<file path="src/rtl/decode_pkg.sv">
// Shared types, opcode/funct constants and small decode helpers for the
// RV32IM decode queue.
package decode_pkg;

  typedef enum logic [4:0] {
    ALU_ADD, ALU_SUB, ALU_SLL, ALU_SLT, ALU_SLTU, ALU_XOR, ALU_SRL, ALU_SRA,
    ALU_OR, ALU_AND, ALU_PASSB, ALU_MUL, ALU_MULH, ALU_MULHSU, ALU_MULHU,
    ALU_DIV, ALU_DIVU, ALU_REM, ALU_REMU
  } alu_op_e;

  typedef enum logic [2:0] {
    BRU_NONE, BRU_BEQ, BRU_BNE, BRU_BLT, BRU_BGE, BRU_BLTU, BRU_BGEU, BRU_JAL
  } bru_op_e;

  typedef enum logic [3:0] {
    MEM_NONE, MEM_LB, MEM_LH, MEM_LW, MEM_LBU, MEM_LHU, MEM_SB, MEM_SH, MEM_SW
  } mem_op_e;

  typedef enum logic [1:0] {
    REG = 2'd0, IMM = 2'd1, PC_JAL = 2'd2, PC_AUIPC = 2'd3
  } alu_src_e;

  typedef struct packed {
    logic     jalr;
    bru_op_e  bru_op;
    alu_op_e  alu_op;
    alu_src_e alu_src;
    mem_op_e  mem_op;
    logic     mem_write;
    logic     mem_read;
    logic     reg_write;
    logic     mem_to_reg;
  } ctrl_t;

  localparam logic [6:0] OPC_LUI    = 7'h37;
  localparam logic [6:0] OPC_AUIPC  = 7'h17;
  localparam logic [6:0] OPC_JAL    = 7'h6F;
  localparam logic [6:0] OPC_JALR   = 7'h67;
  localparam logic [6:0] OPC_BRANCH = 7'h63;
  localparam logic [6:0] OPC_LOAD   = 7'h03;
  localparam logic [6:0] OPC_STORE  = 7'h23;
  localparam logic [6:0] OPC_OP_IMM = 7'h13;
  localparam logic [6:0] OPC_OP     = 7'h33;
  localparam logic [6:0] OPC_SYSTEM = 7'h73;

  localparam logic [2:0] F3_ADD = 3'd0;
  localparam logic [2:0] F3_SLL = 3'd1;
  localparam logic [2:0] F3_SR  = 3'd5;

  localparam logic [6:0] F7_BASE   = 7'h00;
  localparam logic [6:0] F7_ALT    = 7'h20;
  localparam logic [6:0] F7_MULDIV = 7'h01;

  localparam logic [31:0] ECALL_INST = 32'h0000_0073;

  function automatic alu_op_e base_alu_op(input logic [2:0] f3);
    case (f3)
      3'd0:    return ALU_ADD;
      3'd1:    return ALU_SLL;
      3'd2:    return ALU_SLT;
      3'd3:    return ALU_SLTU;
      3'd4:    return ALU_XOR;
      3'd5:    return ALU_SRL;
      3'd6:    return ALU_OR;
      default: return ALU_AND;
    endcase
  endfunction

  function automatic alu_op_e muldiv_alu_op(input logic [2:0] f3);
    case (f3)
      3'd0:    return ALU_MUL;
      3'd1:    return ALU_MULH;
      3'd2:    return ALU_MULHSU;
      3'd3:    return ALU_MULHU;
      3'd4:    return ALU_DIV;
      3'd5:    return ALU_DIVU;
      3'd6:    return ALU_REM;
      default: return ALU_REMU;
    endcase
  endfunction

endpackage

</file>
<file path="src/rtl/ctrl_decode.sv">
// Combinational RV32IM decoder: raw instruction to control bundle, with an
// illegal flag that forces the bundle to zero.
module ctrl_decode
  import decode_pkg::*;
#(
  parameter bit EN_M = 1'b1
) (
  input  logic [31:0] inst_i,
  output ctrl_t       ctrl_o,
  output logic        illegal_o
);

  logic [6:0] opcode;
  logic [6:0] funct7;
  logic [2:0] funct3;
  ctrl_t      ctrl;
  logic       ill;

  assign opcode = inst_i[6:0];
  assign funct3 = inst_i[14:12];
  assign funct7 = inst_i[31:25];

  always_comb begin
    ctrl = '0;
    ill  = 1'b0;
    case (opcode)
      OPC_LUI: begin
        ctrl.alu_op    = ALU_PASSB;
        ctrl.alu_src   = IMM;
        ctrl.reg_write = 1'b1;
      end
      OPC_AUIPC: begin
        ctrl.alu_src   = PC_AUIPC;
        ctrl.reg_write = 1'b1;
      end
      OPC_JAL: begin
        ctrl.bru_op    = BRU_JAL;
        ctrl.alu_src   = PC_JAL;
        ctrl.reg_write = 1'b1;
      end
      OPC_JALR: begin
        ctrl.jalr      = 1'b1;
        ctrl.alu_src   = PC_JAL;
        ctrl.reg_write = 1'b1;
        ill            = (funct3 != 3'd0);
      end
      OPC_BRANCH: begin
        ctrl.alu_op = ALU_SUB;
        case (funct3)
          3'd0:    ctrl.bru_op = BRU_BEQ;
          3'd1:    ctrl.bru_op = BRU_BNE;
          3'd4:    ctrl.bru_op = BRU_BLT;
          3'd5:    ctrl.bru_op = BRU_BGE;
          3'd6:    ctrl.bru_op = BRU_BLTU;
          3'd7:    ctrl.bru_op = BRU_BGEU;
          default: ill = 1'b1;
        endcase
      end
      OPC_LOAD: begin
        ctrl.alu_src    = IMM;
        ctrl.mem_read   = 1'b1;
        ctrl.reg_write  = 1'b1;
        ctrl.mem_to_reg = 1'b1;
        case (funct3)
          3'd0:    ctrl.mem_op = MEM_LB;
          3'd1:    ctrl.mem_op = MEM_LH;
          3'd2:    ctrl.mem_op = MEM_LW;
          3'd4:    ctrl.mem_op = MEM_LBU;
          3'd5:    ctrl.mem_op = MEM_LHU;
          default: ill = 1'b1;
        endcase
      end
      OPC_STORE: begin
        ctrl.alu_src   = IMM;
        ctrl.mem_write = 1'b1;
        case (funct3)
          3'd0:    ctrl.mem_op = MEM_SB;
          3'd1:    ctrl.mem_op = MEM_SH;
          3'd2:    ctrl.mem_op = MEM_SW;
          default: ill = 1'b1;
        endcase
      end
      OPC_OP_IMM: begin
        ctrl.alu_src   = IMM;
        ctrl.reg_write = 1'b1;
        ctrl.alu_op    = base_alu_op(funct3);
        // Shift immediates reuse funct7 to pick logical vs arithmetic.
        if (funct3 == F3_SLL) begin
          ill = (funct7 != F7_BASE);
        end else if (funct3 == F3_SR) begin
          if (funct7 == F7_ALT) ctrl.alu_op = ALU_SRA;
          else                  ill = (funct7 != F7_BASE);
        end
      end
      OPC_OP: begin
        ctrl.reg_write = 1'b1;
        case (funct7)
          F7_BASE: ctrl.alu_op = base_alu_op(funct3);
          F7_ALT: begin
            if (funct3 == F3_ADD)     ctrl.alu_op = ALU_SUB;
            else if (funct3 == F3_SR) ctrl.alu_op = ALU_SRA;
            else                      ill = 1'b1;
          end
          F7_MULDIV: begin
            if (EN_M) ctrl.alu_op = muldiv_alu_op(funct3);
            else      ill = 1'b1;
          end
          default: ill = 1'b1;
        endcase
      end
      OPC_SYSTEM: ill = (inst_i != ECALL_INST);
      default:    ill = 1'b1;
    endcase
  end

  assign ctrl_o    = ill ? '0 : ctrl;
  assign illegal_o = ill;

endmodule

</file>
<file path="src/rtl/decode_queue.sv">
// Decode stage with a DEPTH-entry FIFO towards EX, flush support and ECALL
// serialisation against an external completion pulse.
module decode_queue
  import decode_pkg::*;
#(
  parameter int DEPTH = 4,
  parameter int XLEN  = 32,
  parameter bit EN_M  = 1'b1
) (
  input  logic            clk,
  input  logic            rst_n,
  input  logic            flush,
  input  logic            in_valid,
  output logic            in_ready,
  input  logic [XLEN-1:0] in_inst,
  input  logic [XLEN-1:0] in_pc,
  output logic            out_valid,
  input  logic            out_ready,
  output ctrl_t           out_ctrl,
  output logic [XLEN-1:0] out_inst,
  output logic [XLEN-1:0] out_pc,
  output logic            out_illegal,
  input  logic            sys_done,
  output logic            sys_busy
);

  localparam int PTR_W = $clog2(DEPTH);
  localparam int CNT_W = PTR_W + 1;

  ctrl_t dec_ctrl;
  logic  dec_illegal;

  ctrl_decode #(.EN_M(EN_M)) u_ctrl_decode (
    .inst_i    (in_inst[31:0]),
    .ctrl_o    (dec_ctrl),
    .illegal_o (dec_illegal)
  );

  ctrl_t           ctrl_mem_q [DEPTH];
  logic [XLEN-1:0] inst_mem_q [DEPTH];
  logic [XLEN-1:0] pc_mem_q   [DEPTH];
  logic            ill_mem_q  [DEPTH];

  logic [PTR_W-1:0] wr_ptr_q, wr_ptr_d;
  logic [PTR_W-1:0] rd_ptr_q, rd_ptr_d;
  logic [CNT_W-1:0] count_q, count_d;
  logic             busy_q, busy_d;
  logic             have_head, push, pop, head_is_ecall;

  // in_ready looks only at registered count and flush, never at out_ready.
  assign have_head     = (count_q != '0);
  assign in_ready      = (count_q < CNT_W'(DEPTH)) && !flush;
  assign out_valid     = have_head && !busy_q;
  assign push          = in_valid && in_ready;
  assign pop           = out_valid && out_ready && !flush;
  assign head_is_ecall = (inst_mem_q[rd_ptr_q] == XLEN'(ECALL_INST));
  assign sys_busy      = busy_q;

  always_comb begin
    wr_ptr_d = wr_ptr_q;
    rd_ptr_d = rd_ptr_q;
    count_d  = count_q;
    busy_d   = busy_q;
    if (flush) begin
      wr_ptr_d = '0;
      rd_ptr_d = '0;
      count_d  = '0;
      busy_d   = 1'b0;
    end else begin
      if (push) wr_ptr_d = wr_ptr_q + PTR_W'(1);
      if (pop)  rd_ptr_d = rd_ptr_q + PTR_W'(1);
      case ({push, pop})
        2'b10:   count_d = count_q + CNT_W'(1);
        2'b01:   count_d = count_q - CNT_W'(1);
        default: count_d = count_q;
      endcase
      if (pop && head_is_ecall) busy_d = 1'b1;
      else if (sys_done)        busy_d = 1'b0;
    end
  end

  always_ff @(posedge clk or negedge rst_n) begin
    if (!rst_n) begin
      wr_ptr_q <= '0;
      rd_ptr_q <= '0;
      count_q  <= '0;
      busy_q   <= 1'b0;
    end else begin
      wr_ptr_q <= wr_ptr_d;
      rd_ptr_q <= rd_ptr_d;
      count_q  <= count_d;
      busy_q   <= busy_d;
    end
  end

  // Storage is not reset; outputs are masked to zero while the FIFO is empty.
  always_ff @(posedge clk) begin
    if (push) begin
      ctrl_mem_q[wr_ptr_q] <= dec_ctrl;
      inst_mem_q[wr_ptr_q] <= in_inst;
      pc_mem_q[wr_ptr_q]   <= in_pc;
      ill_mem_q[wr_ptr_q]  <= dec_illegal;
    end
  end

  assign out_ctrl    = have_head ? ctrl_mem_q[rd_ptr_q] : '0;
  assign out_inst    = have_head ? inst_mem_q[rd_ptr_q] : '0;
  assign out_pc      = have_head ? pc_mem_q[rd_ptr_q]   : '0;
  assign out_illegal = have_head && ill_mem_q[rd_ptr_q];

endmodule
</file>
<file path="config.mk">
export PLATFORM = sky130hd
export DESIGN_NAME = decode_queue
export DESIGN_NICKNAME = d
export VERILOG_FILES = /design/src/rtl/decode_pkg.sv /design/src/rtl/ctrl_decode.sv /design/src/rtl/decode_queue.sv
export SDC_FILE = /design/constraint.sdc
export NUM_CORES = 1
export LEC_CHECK = 0
export BUFFER_PORTS_ARGS = -buffer_cell sky130_fd_sc_hd__clkbuf_2
export CAP_MARGIN = 0
export CORE_MARGIN = 2
export CORE_UTILIZATION = 60
export DETAILED_ROUTE_END_ITERATION = 7
export GPL_ROUTABILITY_DRIVEN = 0
export GPL_TIMING_DRIVEN = 0
export PLACE_DENSITY = 0.84
export REMOVE_ABC_BUFFERS = 1
export SLEW_MARGIN = 20
export SYNTH_ARGS = -nofsm -noshare
export SYNTH_HDL_FRONTEND = slang
export SYNTH_SLANG_ARGS = --single-unit
</file>
<file path="constraint.sdc">
create_clock -name clk -period 6.7 [get_ports clk]
set_input_delay 1.34 -clock clk [delete_from_list [all_inputs] [get_ports clk]]
set_output_delay 1.34 -clock clk [all_outputs]
set_load 0.01 [all_outputs]
</file>
# ---- Yosys cells after proc, flatten, opt, wreduce, memory -nomap -nowiden
# Memories as Yosys holds them, arrays and structs flattened.
# Index checks and enable logic that the tools add are counted.
# W data, S select, Z words.
dict set report totals {
  register_bits 8
  ram_bits 336
  out_inout_bits 87
  elab_cells 106
  memories 4
}
dict set report op_classes {
  n_addsub 4
  order_cmp 1
  n_eq_ne 23
  n_mux 44
  reduce_logical 26
}
# name words width read_ports rd_ports_with_merged_regs write_ports line
set memory_table {}
lappend memory_table {inst_mem_q 4 32 1 0 1 decode_queue.sv:40} ;# logic [XLEN-1:0] inst_mem_q [DEPTH];
lappend memory_table {pc_mem_q 4 32 1 0 1 decode_queue.sv:41} ;# logic [XLEN-1:0] pc_mem_q [DEPTH];
lappend memory_table {ctrl_mem_q 4 19 1 0 1 decode_queue.sv:39} ;# ctrl_t ctrl_mem_q [DEPTH];
lappend memory_table {ill_mem_q 4 1 1 0 1 decode_queue.sv:42} ;# logic ill_mem_q [DEPTH];
# cell n
set ops {}
lappend ops {{$mux W32} 2}
lappend ops {{$mux W19} 2}
lappend ops {{$pmux W5 S7} 1}
lappend ops {{$eq A32 B7 Y1 const B} 1}
lappend ops {{$ne A32 B7 Y1 const B} 1}
lappend ops {{$eq A7 B6 Y1 const B} 4}
lappend ops {{$eq A7 B7 Y1 const B} 4}
lappend ops {{$pmux W4 S7} 1}
lappend ops {{$mux W5} 4}
lappend ops {{$pmux W5 S4} 1}
lappend ops {{$pmux W3 S6} 1}
lappend ops {{$mux W1} 17}
lappend ops {{$pmux W3 S5} 1}
lappend ops {{$pmux W5 S3} 1}
lappend ops {{$eq A7 B5 Y1 const B} 2}
lappend ops {{$eq A3 B3 Y1 const B} 4}
lappend ops {{$pmux W3 S2} 2}
lappend ops {{$pmux W4 S3} 1}
lappend ops {{$reduce_bool A3 Y1} 4}
lappend ops {{$mux W2} 4}
lappend ops {{$pmux W1 S8} 1}
lappend ops {{$pmux W4 S2} 1}
lappend ops {{$eq A7 B1 Y1 const B} 1}
lappend ops {{$eq A7 B2 Y1 const B} 1}
lappend ops {{other kinds (23)} 36}

# ---- Longest topological paths before layout
dict set report logic_depth {
  word_depth 7
  ltp_mapped 8
  depth_no_buf 7
}

# ---- Hierarchy
# Synthesis repeated with hierarchy kept, for this count alone.
dict set report unflattened {
  hier_cells 734
  area_unflattened_um2 14141.1
}
# module n_inst cells_each area_each_um2
set modules_own_cells {}
lappend modules_own_cells {decode_queue 1 598 13326.5}
lappend modules_own_cells {ctrl_decode 1 136 814.5}

# ---- Worst setup path before layout
# OpenSTA, ideal clock, no wires.
dict set report synth_path {
  kind {input port to flip-flop}
  from {in in_valid}
  to {mem ctrl_mem_q[0][10] in the netlist's numbering, enable pin}
  setup_ns 0.451
  t_arrival_ns 3.844
  required_time_ns 6.249
  slack_ns 2.406
  cell_stages 4
  n_path_buf 1
  path_cell_list {nor2b_1 nor2b_1 clkbuf_1 and2_1}
}
dict set report synth_between {
  elab_chain_cells 3
}
# item line
set synth_rtl {}
lappend synth_rtl {{from (decl)} decode_queue.sv:13} ;# input logic in_valid,
lappend synth_rtl {{$logic_and A1 B1 Y1} decode_queue.sv:54} ;# assign push = in_valid && in_ready;
lappend synth_rtl {{$mux W1} decode_queue.sv:98} ;# if (push) begin
lappend synth_rtl {{$mux W1 (not written as such)} decode_queue.sv:99} ;# ctrl_mem_q[wr_ptr_q] <= dec_ctrl;
lappend synth_rtl {{to (decl)} decode_queue.sv:39}
# Every way passes these cells.

==> flow_summary.toml <==
[cells_and_area]
area_growth_pct = 17.30
nNetsFinal = 966
finalNonFillerCells = 1202
postLayoutCoreUtil_pct = 71.75
drive_gt1_share_pct = 34.24
fin_area_um2 = 16290
antenna_cells = 0

[timing]
rsz0062_at_grt = "false"
hold_violations = 0
maxSlewHeadroom_pct = 37.81
final.setup.worst_slack_ns = 2.649
whs_ns = 0.5864
fin_crit_ns = 4.051
fmax_mhz = 246.8
clock_skew_ns = 0.009314
fin_crit_sh_pct = 60.47
tightest_slew_ns = 0.9093
setup_violations = 0
slew_viol_final = 0

[worst_setup_path]
cp.required_ns = 5.36
critPathLaunchType = "flip-flop"
worstPathArrival_ns = 2.71
critPathMaxFanout = 14
path_cells = "nor3_2 > buf_4 > buf_4 > buf_4 > nor2b_1 > clkbuf_2"
crit_path_top_delay_cell = "nor3_2"
crit_type = "reg2out"
critPathMostFrequentCell = "buf_4"
end_kind = "primary output"
critPathMaxStageDelay_ns = 0.78

[place]
pre_cts_slack_ns = 2.326
portBuffers = 156
hpwl_um = 16880
postPlaceCellArea_um2 = 15090
dp_cells = 1138

[global_routing]
grt-ovfl-total = 0
grt_max_degree = 49
use_met1_pct = 31.36
grt_antenna_before_repair = 0
grt_usage_pct = 22.69
grt_pass1_vias = 7370
busiest_layer = "met2"
grt_pass1_wl_um = 41580
gr-usage-met3_pct = 4.944
met2_usage_pct = 37.32

[power]
power.density_nw_per_um2 = 375.3
seqPwrFrac_pct = 42.0
ir_worst_vdd_mv = 0.2614
swShare_pct = 27.48
power_leakage_uw = 0.005513
switching_power_uw = 1680
p_int_uw = 4435
pwr-share-clk_pct = 32.5
comb_power_share_pct = 25.6

[routing]
num_vias = 7342
wirelength_um = 27090
final_antenna_net_count = 0
wl_per_cell_um = 22.54
viasPerCell = 6.108
drt_iter0_markers = 778
first_pass_iters = 5
drcViolationCount = 0

[die]
die_x_um = 156.2
ios = 157
die-area_um2 = 24380
die_y_um = 156.2
initial_core_util_pct = 61.17
rows = 55
core-area_um2 = 22710

[synthesis]
synth.distinct_cells = 54
syn_area_um2 = 13890
yosysWarnings = 0
avgSynthCellArea_um2 = 19.11
synth_cells = 727
synth_edf_count = 332
ys.flop_type = "edfxtp_1"
ys_seq_area_share_pct = 73.21
synthTopCellsByArea = "edfxtp_1 (72%), mux4_2 (12%), nor2b_1 (4.1%)"
synth_top_area_share_pct = 71.77
ys_ff_latch = 340
async_reset_ff_share_pct = 2.353
synth_largest_area_cell = "edfxtp_1"

[clock_tree]
clk_latency_ns = 0.50
clkSlewWorstSetupHoldPaths_ns = 0.06
cts-root-buf = "clkbuf_16"
cts_max_level = 2
post-cts-setup-buffers = 0
cts.repair.resized = 0
ctsLongestPathBuffers = 3
ctsHoldBuffers = 0
numCtsBuffers = 36
cts_tree = "yes"
clock_sinks = 340

[job]
drv_cap = 0

[run_status]
outcome = "completed"

[min_path]
hp-class = "reg2reg"
synth_stat cells, types with 2 or more instances:
| cell type | number |
|---|---|
| a21oi_1 | 14 |
| a31oi_1 | 4 |
| and2_1 | 4 |
| buf_1 | 7 |
| buf_2 | 11 |
| buf_6 | 2 |
| clkbuf_1 | 24 |
| dfrtp_1 | 8 |
| edfxtp_1 | 332 |
| ha_1 | 4 |
| inv_1 | 9 |
| mux4_1 | 11 |
| mux4_2 | 72 |
| nand2_1 | 17 |
| nand3_1 | 4 |
| nand4_1 | 3 |
| nor2_1 | 19 |
| nor2b_1 | 91 |
| nor3_1 | 10 |
| nor3b_1 | 2 |
| nor4_1 | 15 |
| nor4bb_1 | 2 |
| o21a_1 | 2 |
| o21ai_0 | 9 |
| o22ai_1 | 2 |
| o31ai_1 | 2 |
| o32ai_1 | 2 |
| o41ai_1 | 2 |
| or2_2 | 4 |
| or3_1 | 4 |
| or4_1 | 5 |
| xnor2_1 | 4 |
| xor2_1 | 5 |
kinds of logic after synthesis:
kind of cell	after synthesis	synth area share, %
multiplexers	85	13.91
buffers and inverters	55	1.801
AO/OA/AOI/OAI	47	2.189
XOR/XNOR	9	0.5674
adder cells (fa/ha/maj)	5	0.5044
flip-flops	340	73.21
AND/OR/NAND/NOR	186	7.818
power by group through the flow:
| stage | combinational [uW] | clock [uW] | sequential [uW] |
|---|---|---|---|
| 2_1_floorplan | 963 | 0 | 2660 |
| 3_3_place_gp | 1120 | 0 | 2640 |
| 3_5_place_dp | 1590 | 0 | 2610 |
| 4_1_cts | 1600 | 2020 | 2570 |
| 5_1_grt | 1710 | 2100 | 2580 |
| 6_report | 1560 | 1990 | 2570 |
through the flow:
step	total power [uW]	TNS, ns
6_report	6115	0
5_1_grt	6389	0
4_1_cts	6188	0
3_5_place_dp	4200	0
3_3_place_gp	3760	-292.82
2_1_floorplan	3626	-0.007669
worst paths after layout:
kind | cells after the start | start | slack, ns | end
setup / recovery | 6 | count_q[1] | 2.65 | out_ctrl[18]
hold / removal | 2 | sys_busy | 0.59 | sys_busy
setup reg to reg | 6 | rd_ptr_q[0] | 3.49 | sys_busy
hold reg to reg | 2 | sys_busy | 0.59 | sys_busy
max in group asynchronous | 1 | rst_n | 5.82 | rd_ptr_q[1]
min in group asynchronous | 1 | rst_n | 0.68 | sys_busy
state kept, by name, indices dropped and copies added, names as in the netlist:
name        flops
inst_mem_q    128
pc_mem_q      128
ctrl_mem_q     72
ill_mem_q       4
count_q         3
rd_ptr_q        2
wr_ptr_q        2
sys_busy        1
cell type report:
cell class | count | area, um2
Inverter | 9 | 33.78
Multi-Input combinational cell | 332 | 3493
Fill cell | 1364 | 6415
Clock buffer | 42 | 954.7
Clock inverter | 22 | 246.5
Timing Repair Buffer | 172 | 1032
Tap cell | 285 | 356.6
Sequential cell | 340 | 10180
layer usage:
| metal | vias up | part of all wire (%) |
|---|---|---|
| met5 | - | 0 |
| li1 | 3262 | - |
| met3 | 40 | 7.5 |
| met2 | 308 | 50 |
| met4 | 0 | 1.9 |
| met1 | 3732 | 41 |
critical path: cells and delay by family, from the launching register on:
family                 cells  cell delay (ns)
DFF                        1             0.42
and+or+nand+nor            2             0.87
buffers and inverters      4             0.92
cell usage in the layout (no fill, tap or decap), types with 5 or more instances in the layout:
cell / n
clkinv_2: 7
clkbuf_16: 37
edfxtp_1: 332
nor2b_1: 91
dfrtp_1: 6
mux4_2: 72
o21ai_0: 9
nor3_1: 9
buf_4: 6
mux4_1: 11
clkinv_1: 5
nand2_1: 17
bufinv_16: 5
nor2_1: 19
clkbuf_2: 156
nor4_1: 15
xor2_1: 5
inv_1: 9
or4_1: 5
a21oi_1: 14
Note: power is estimated with default switching activity, not from simulation.
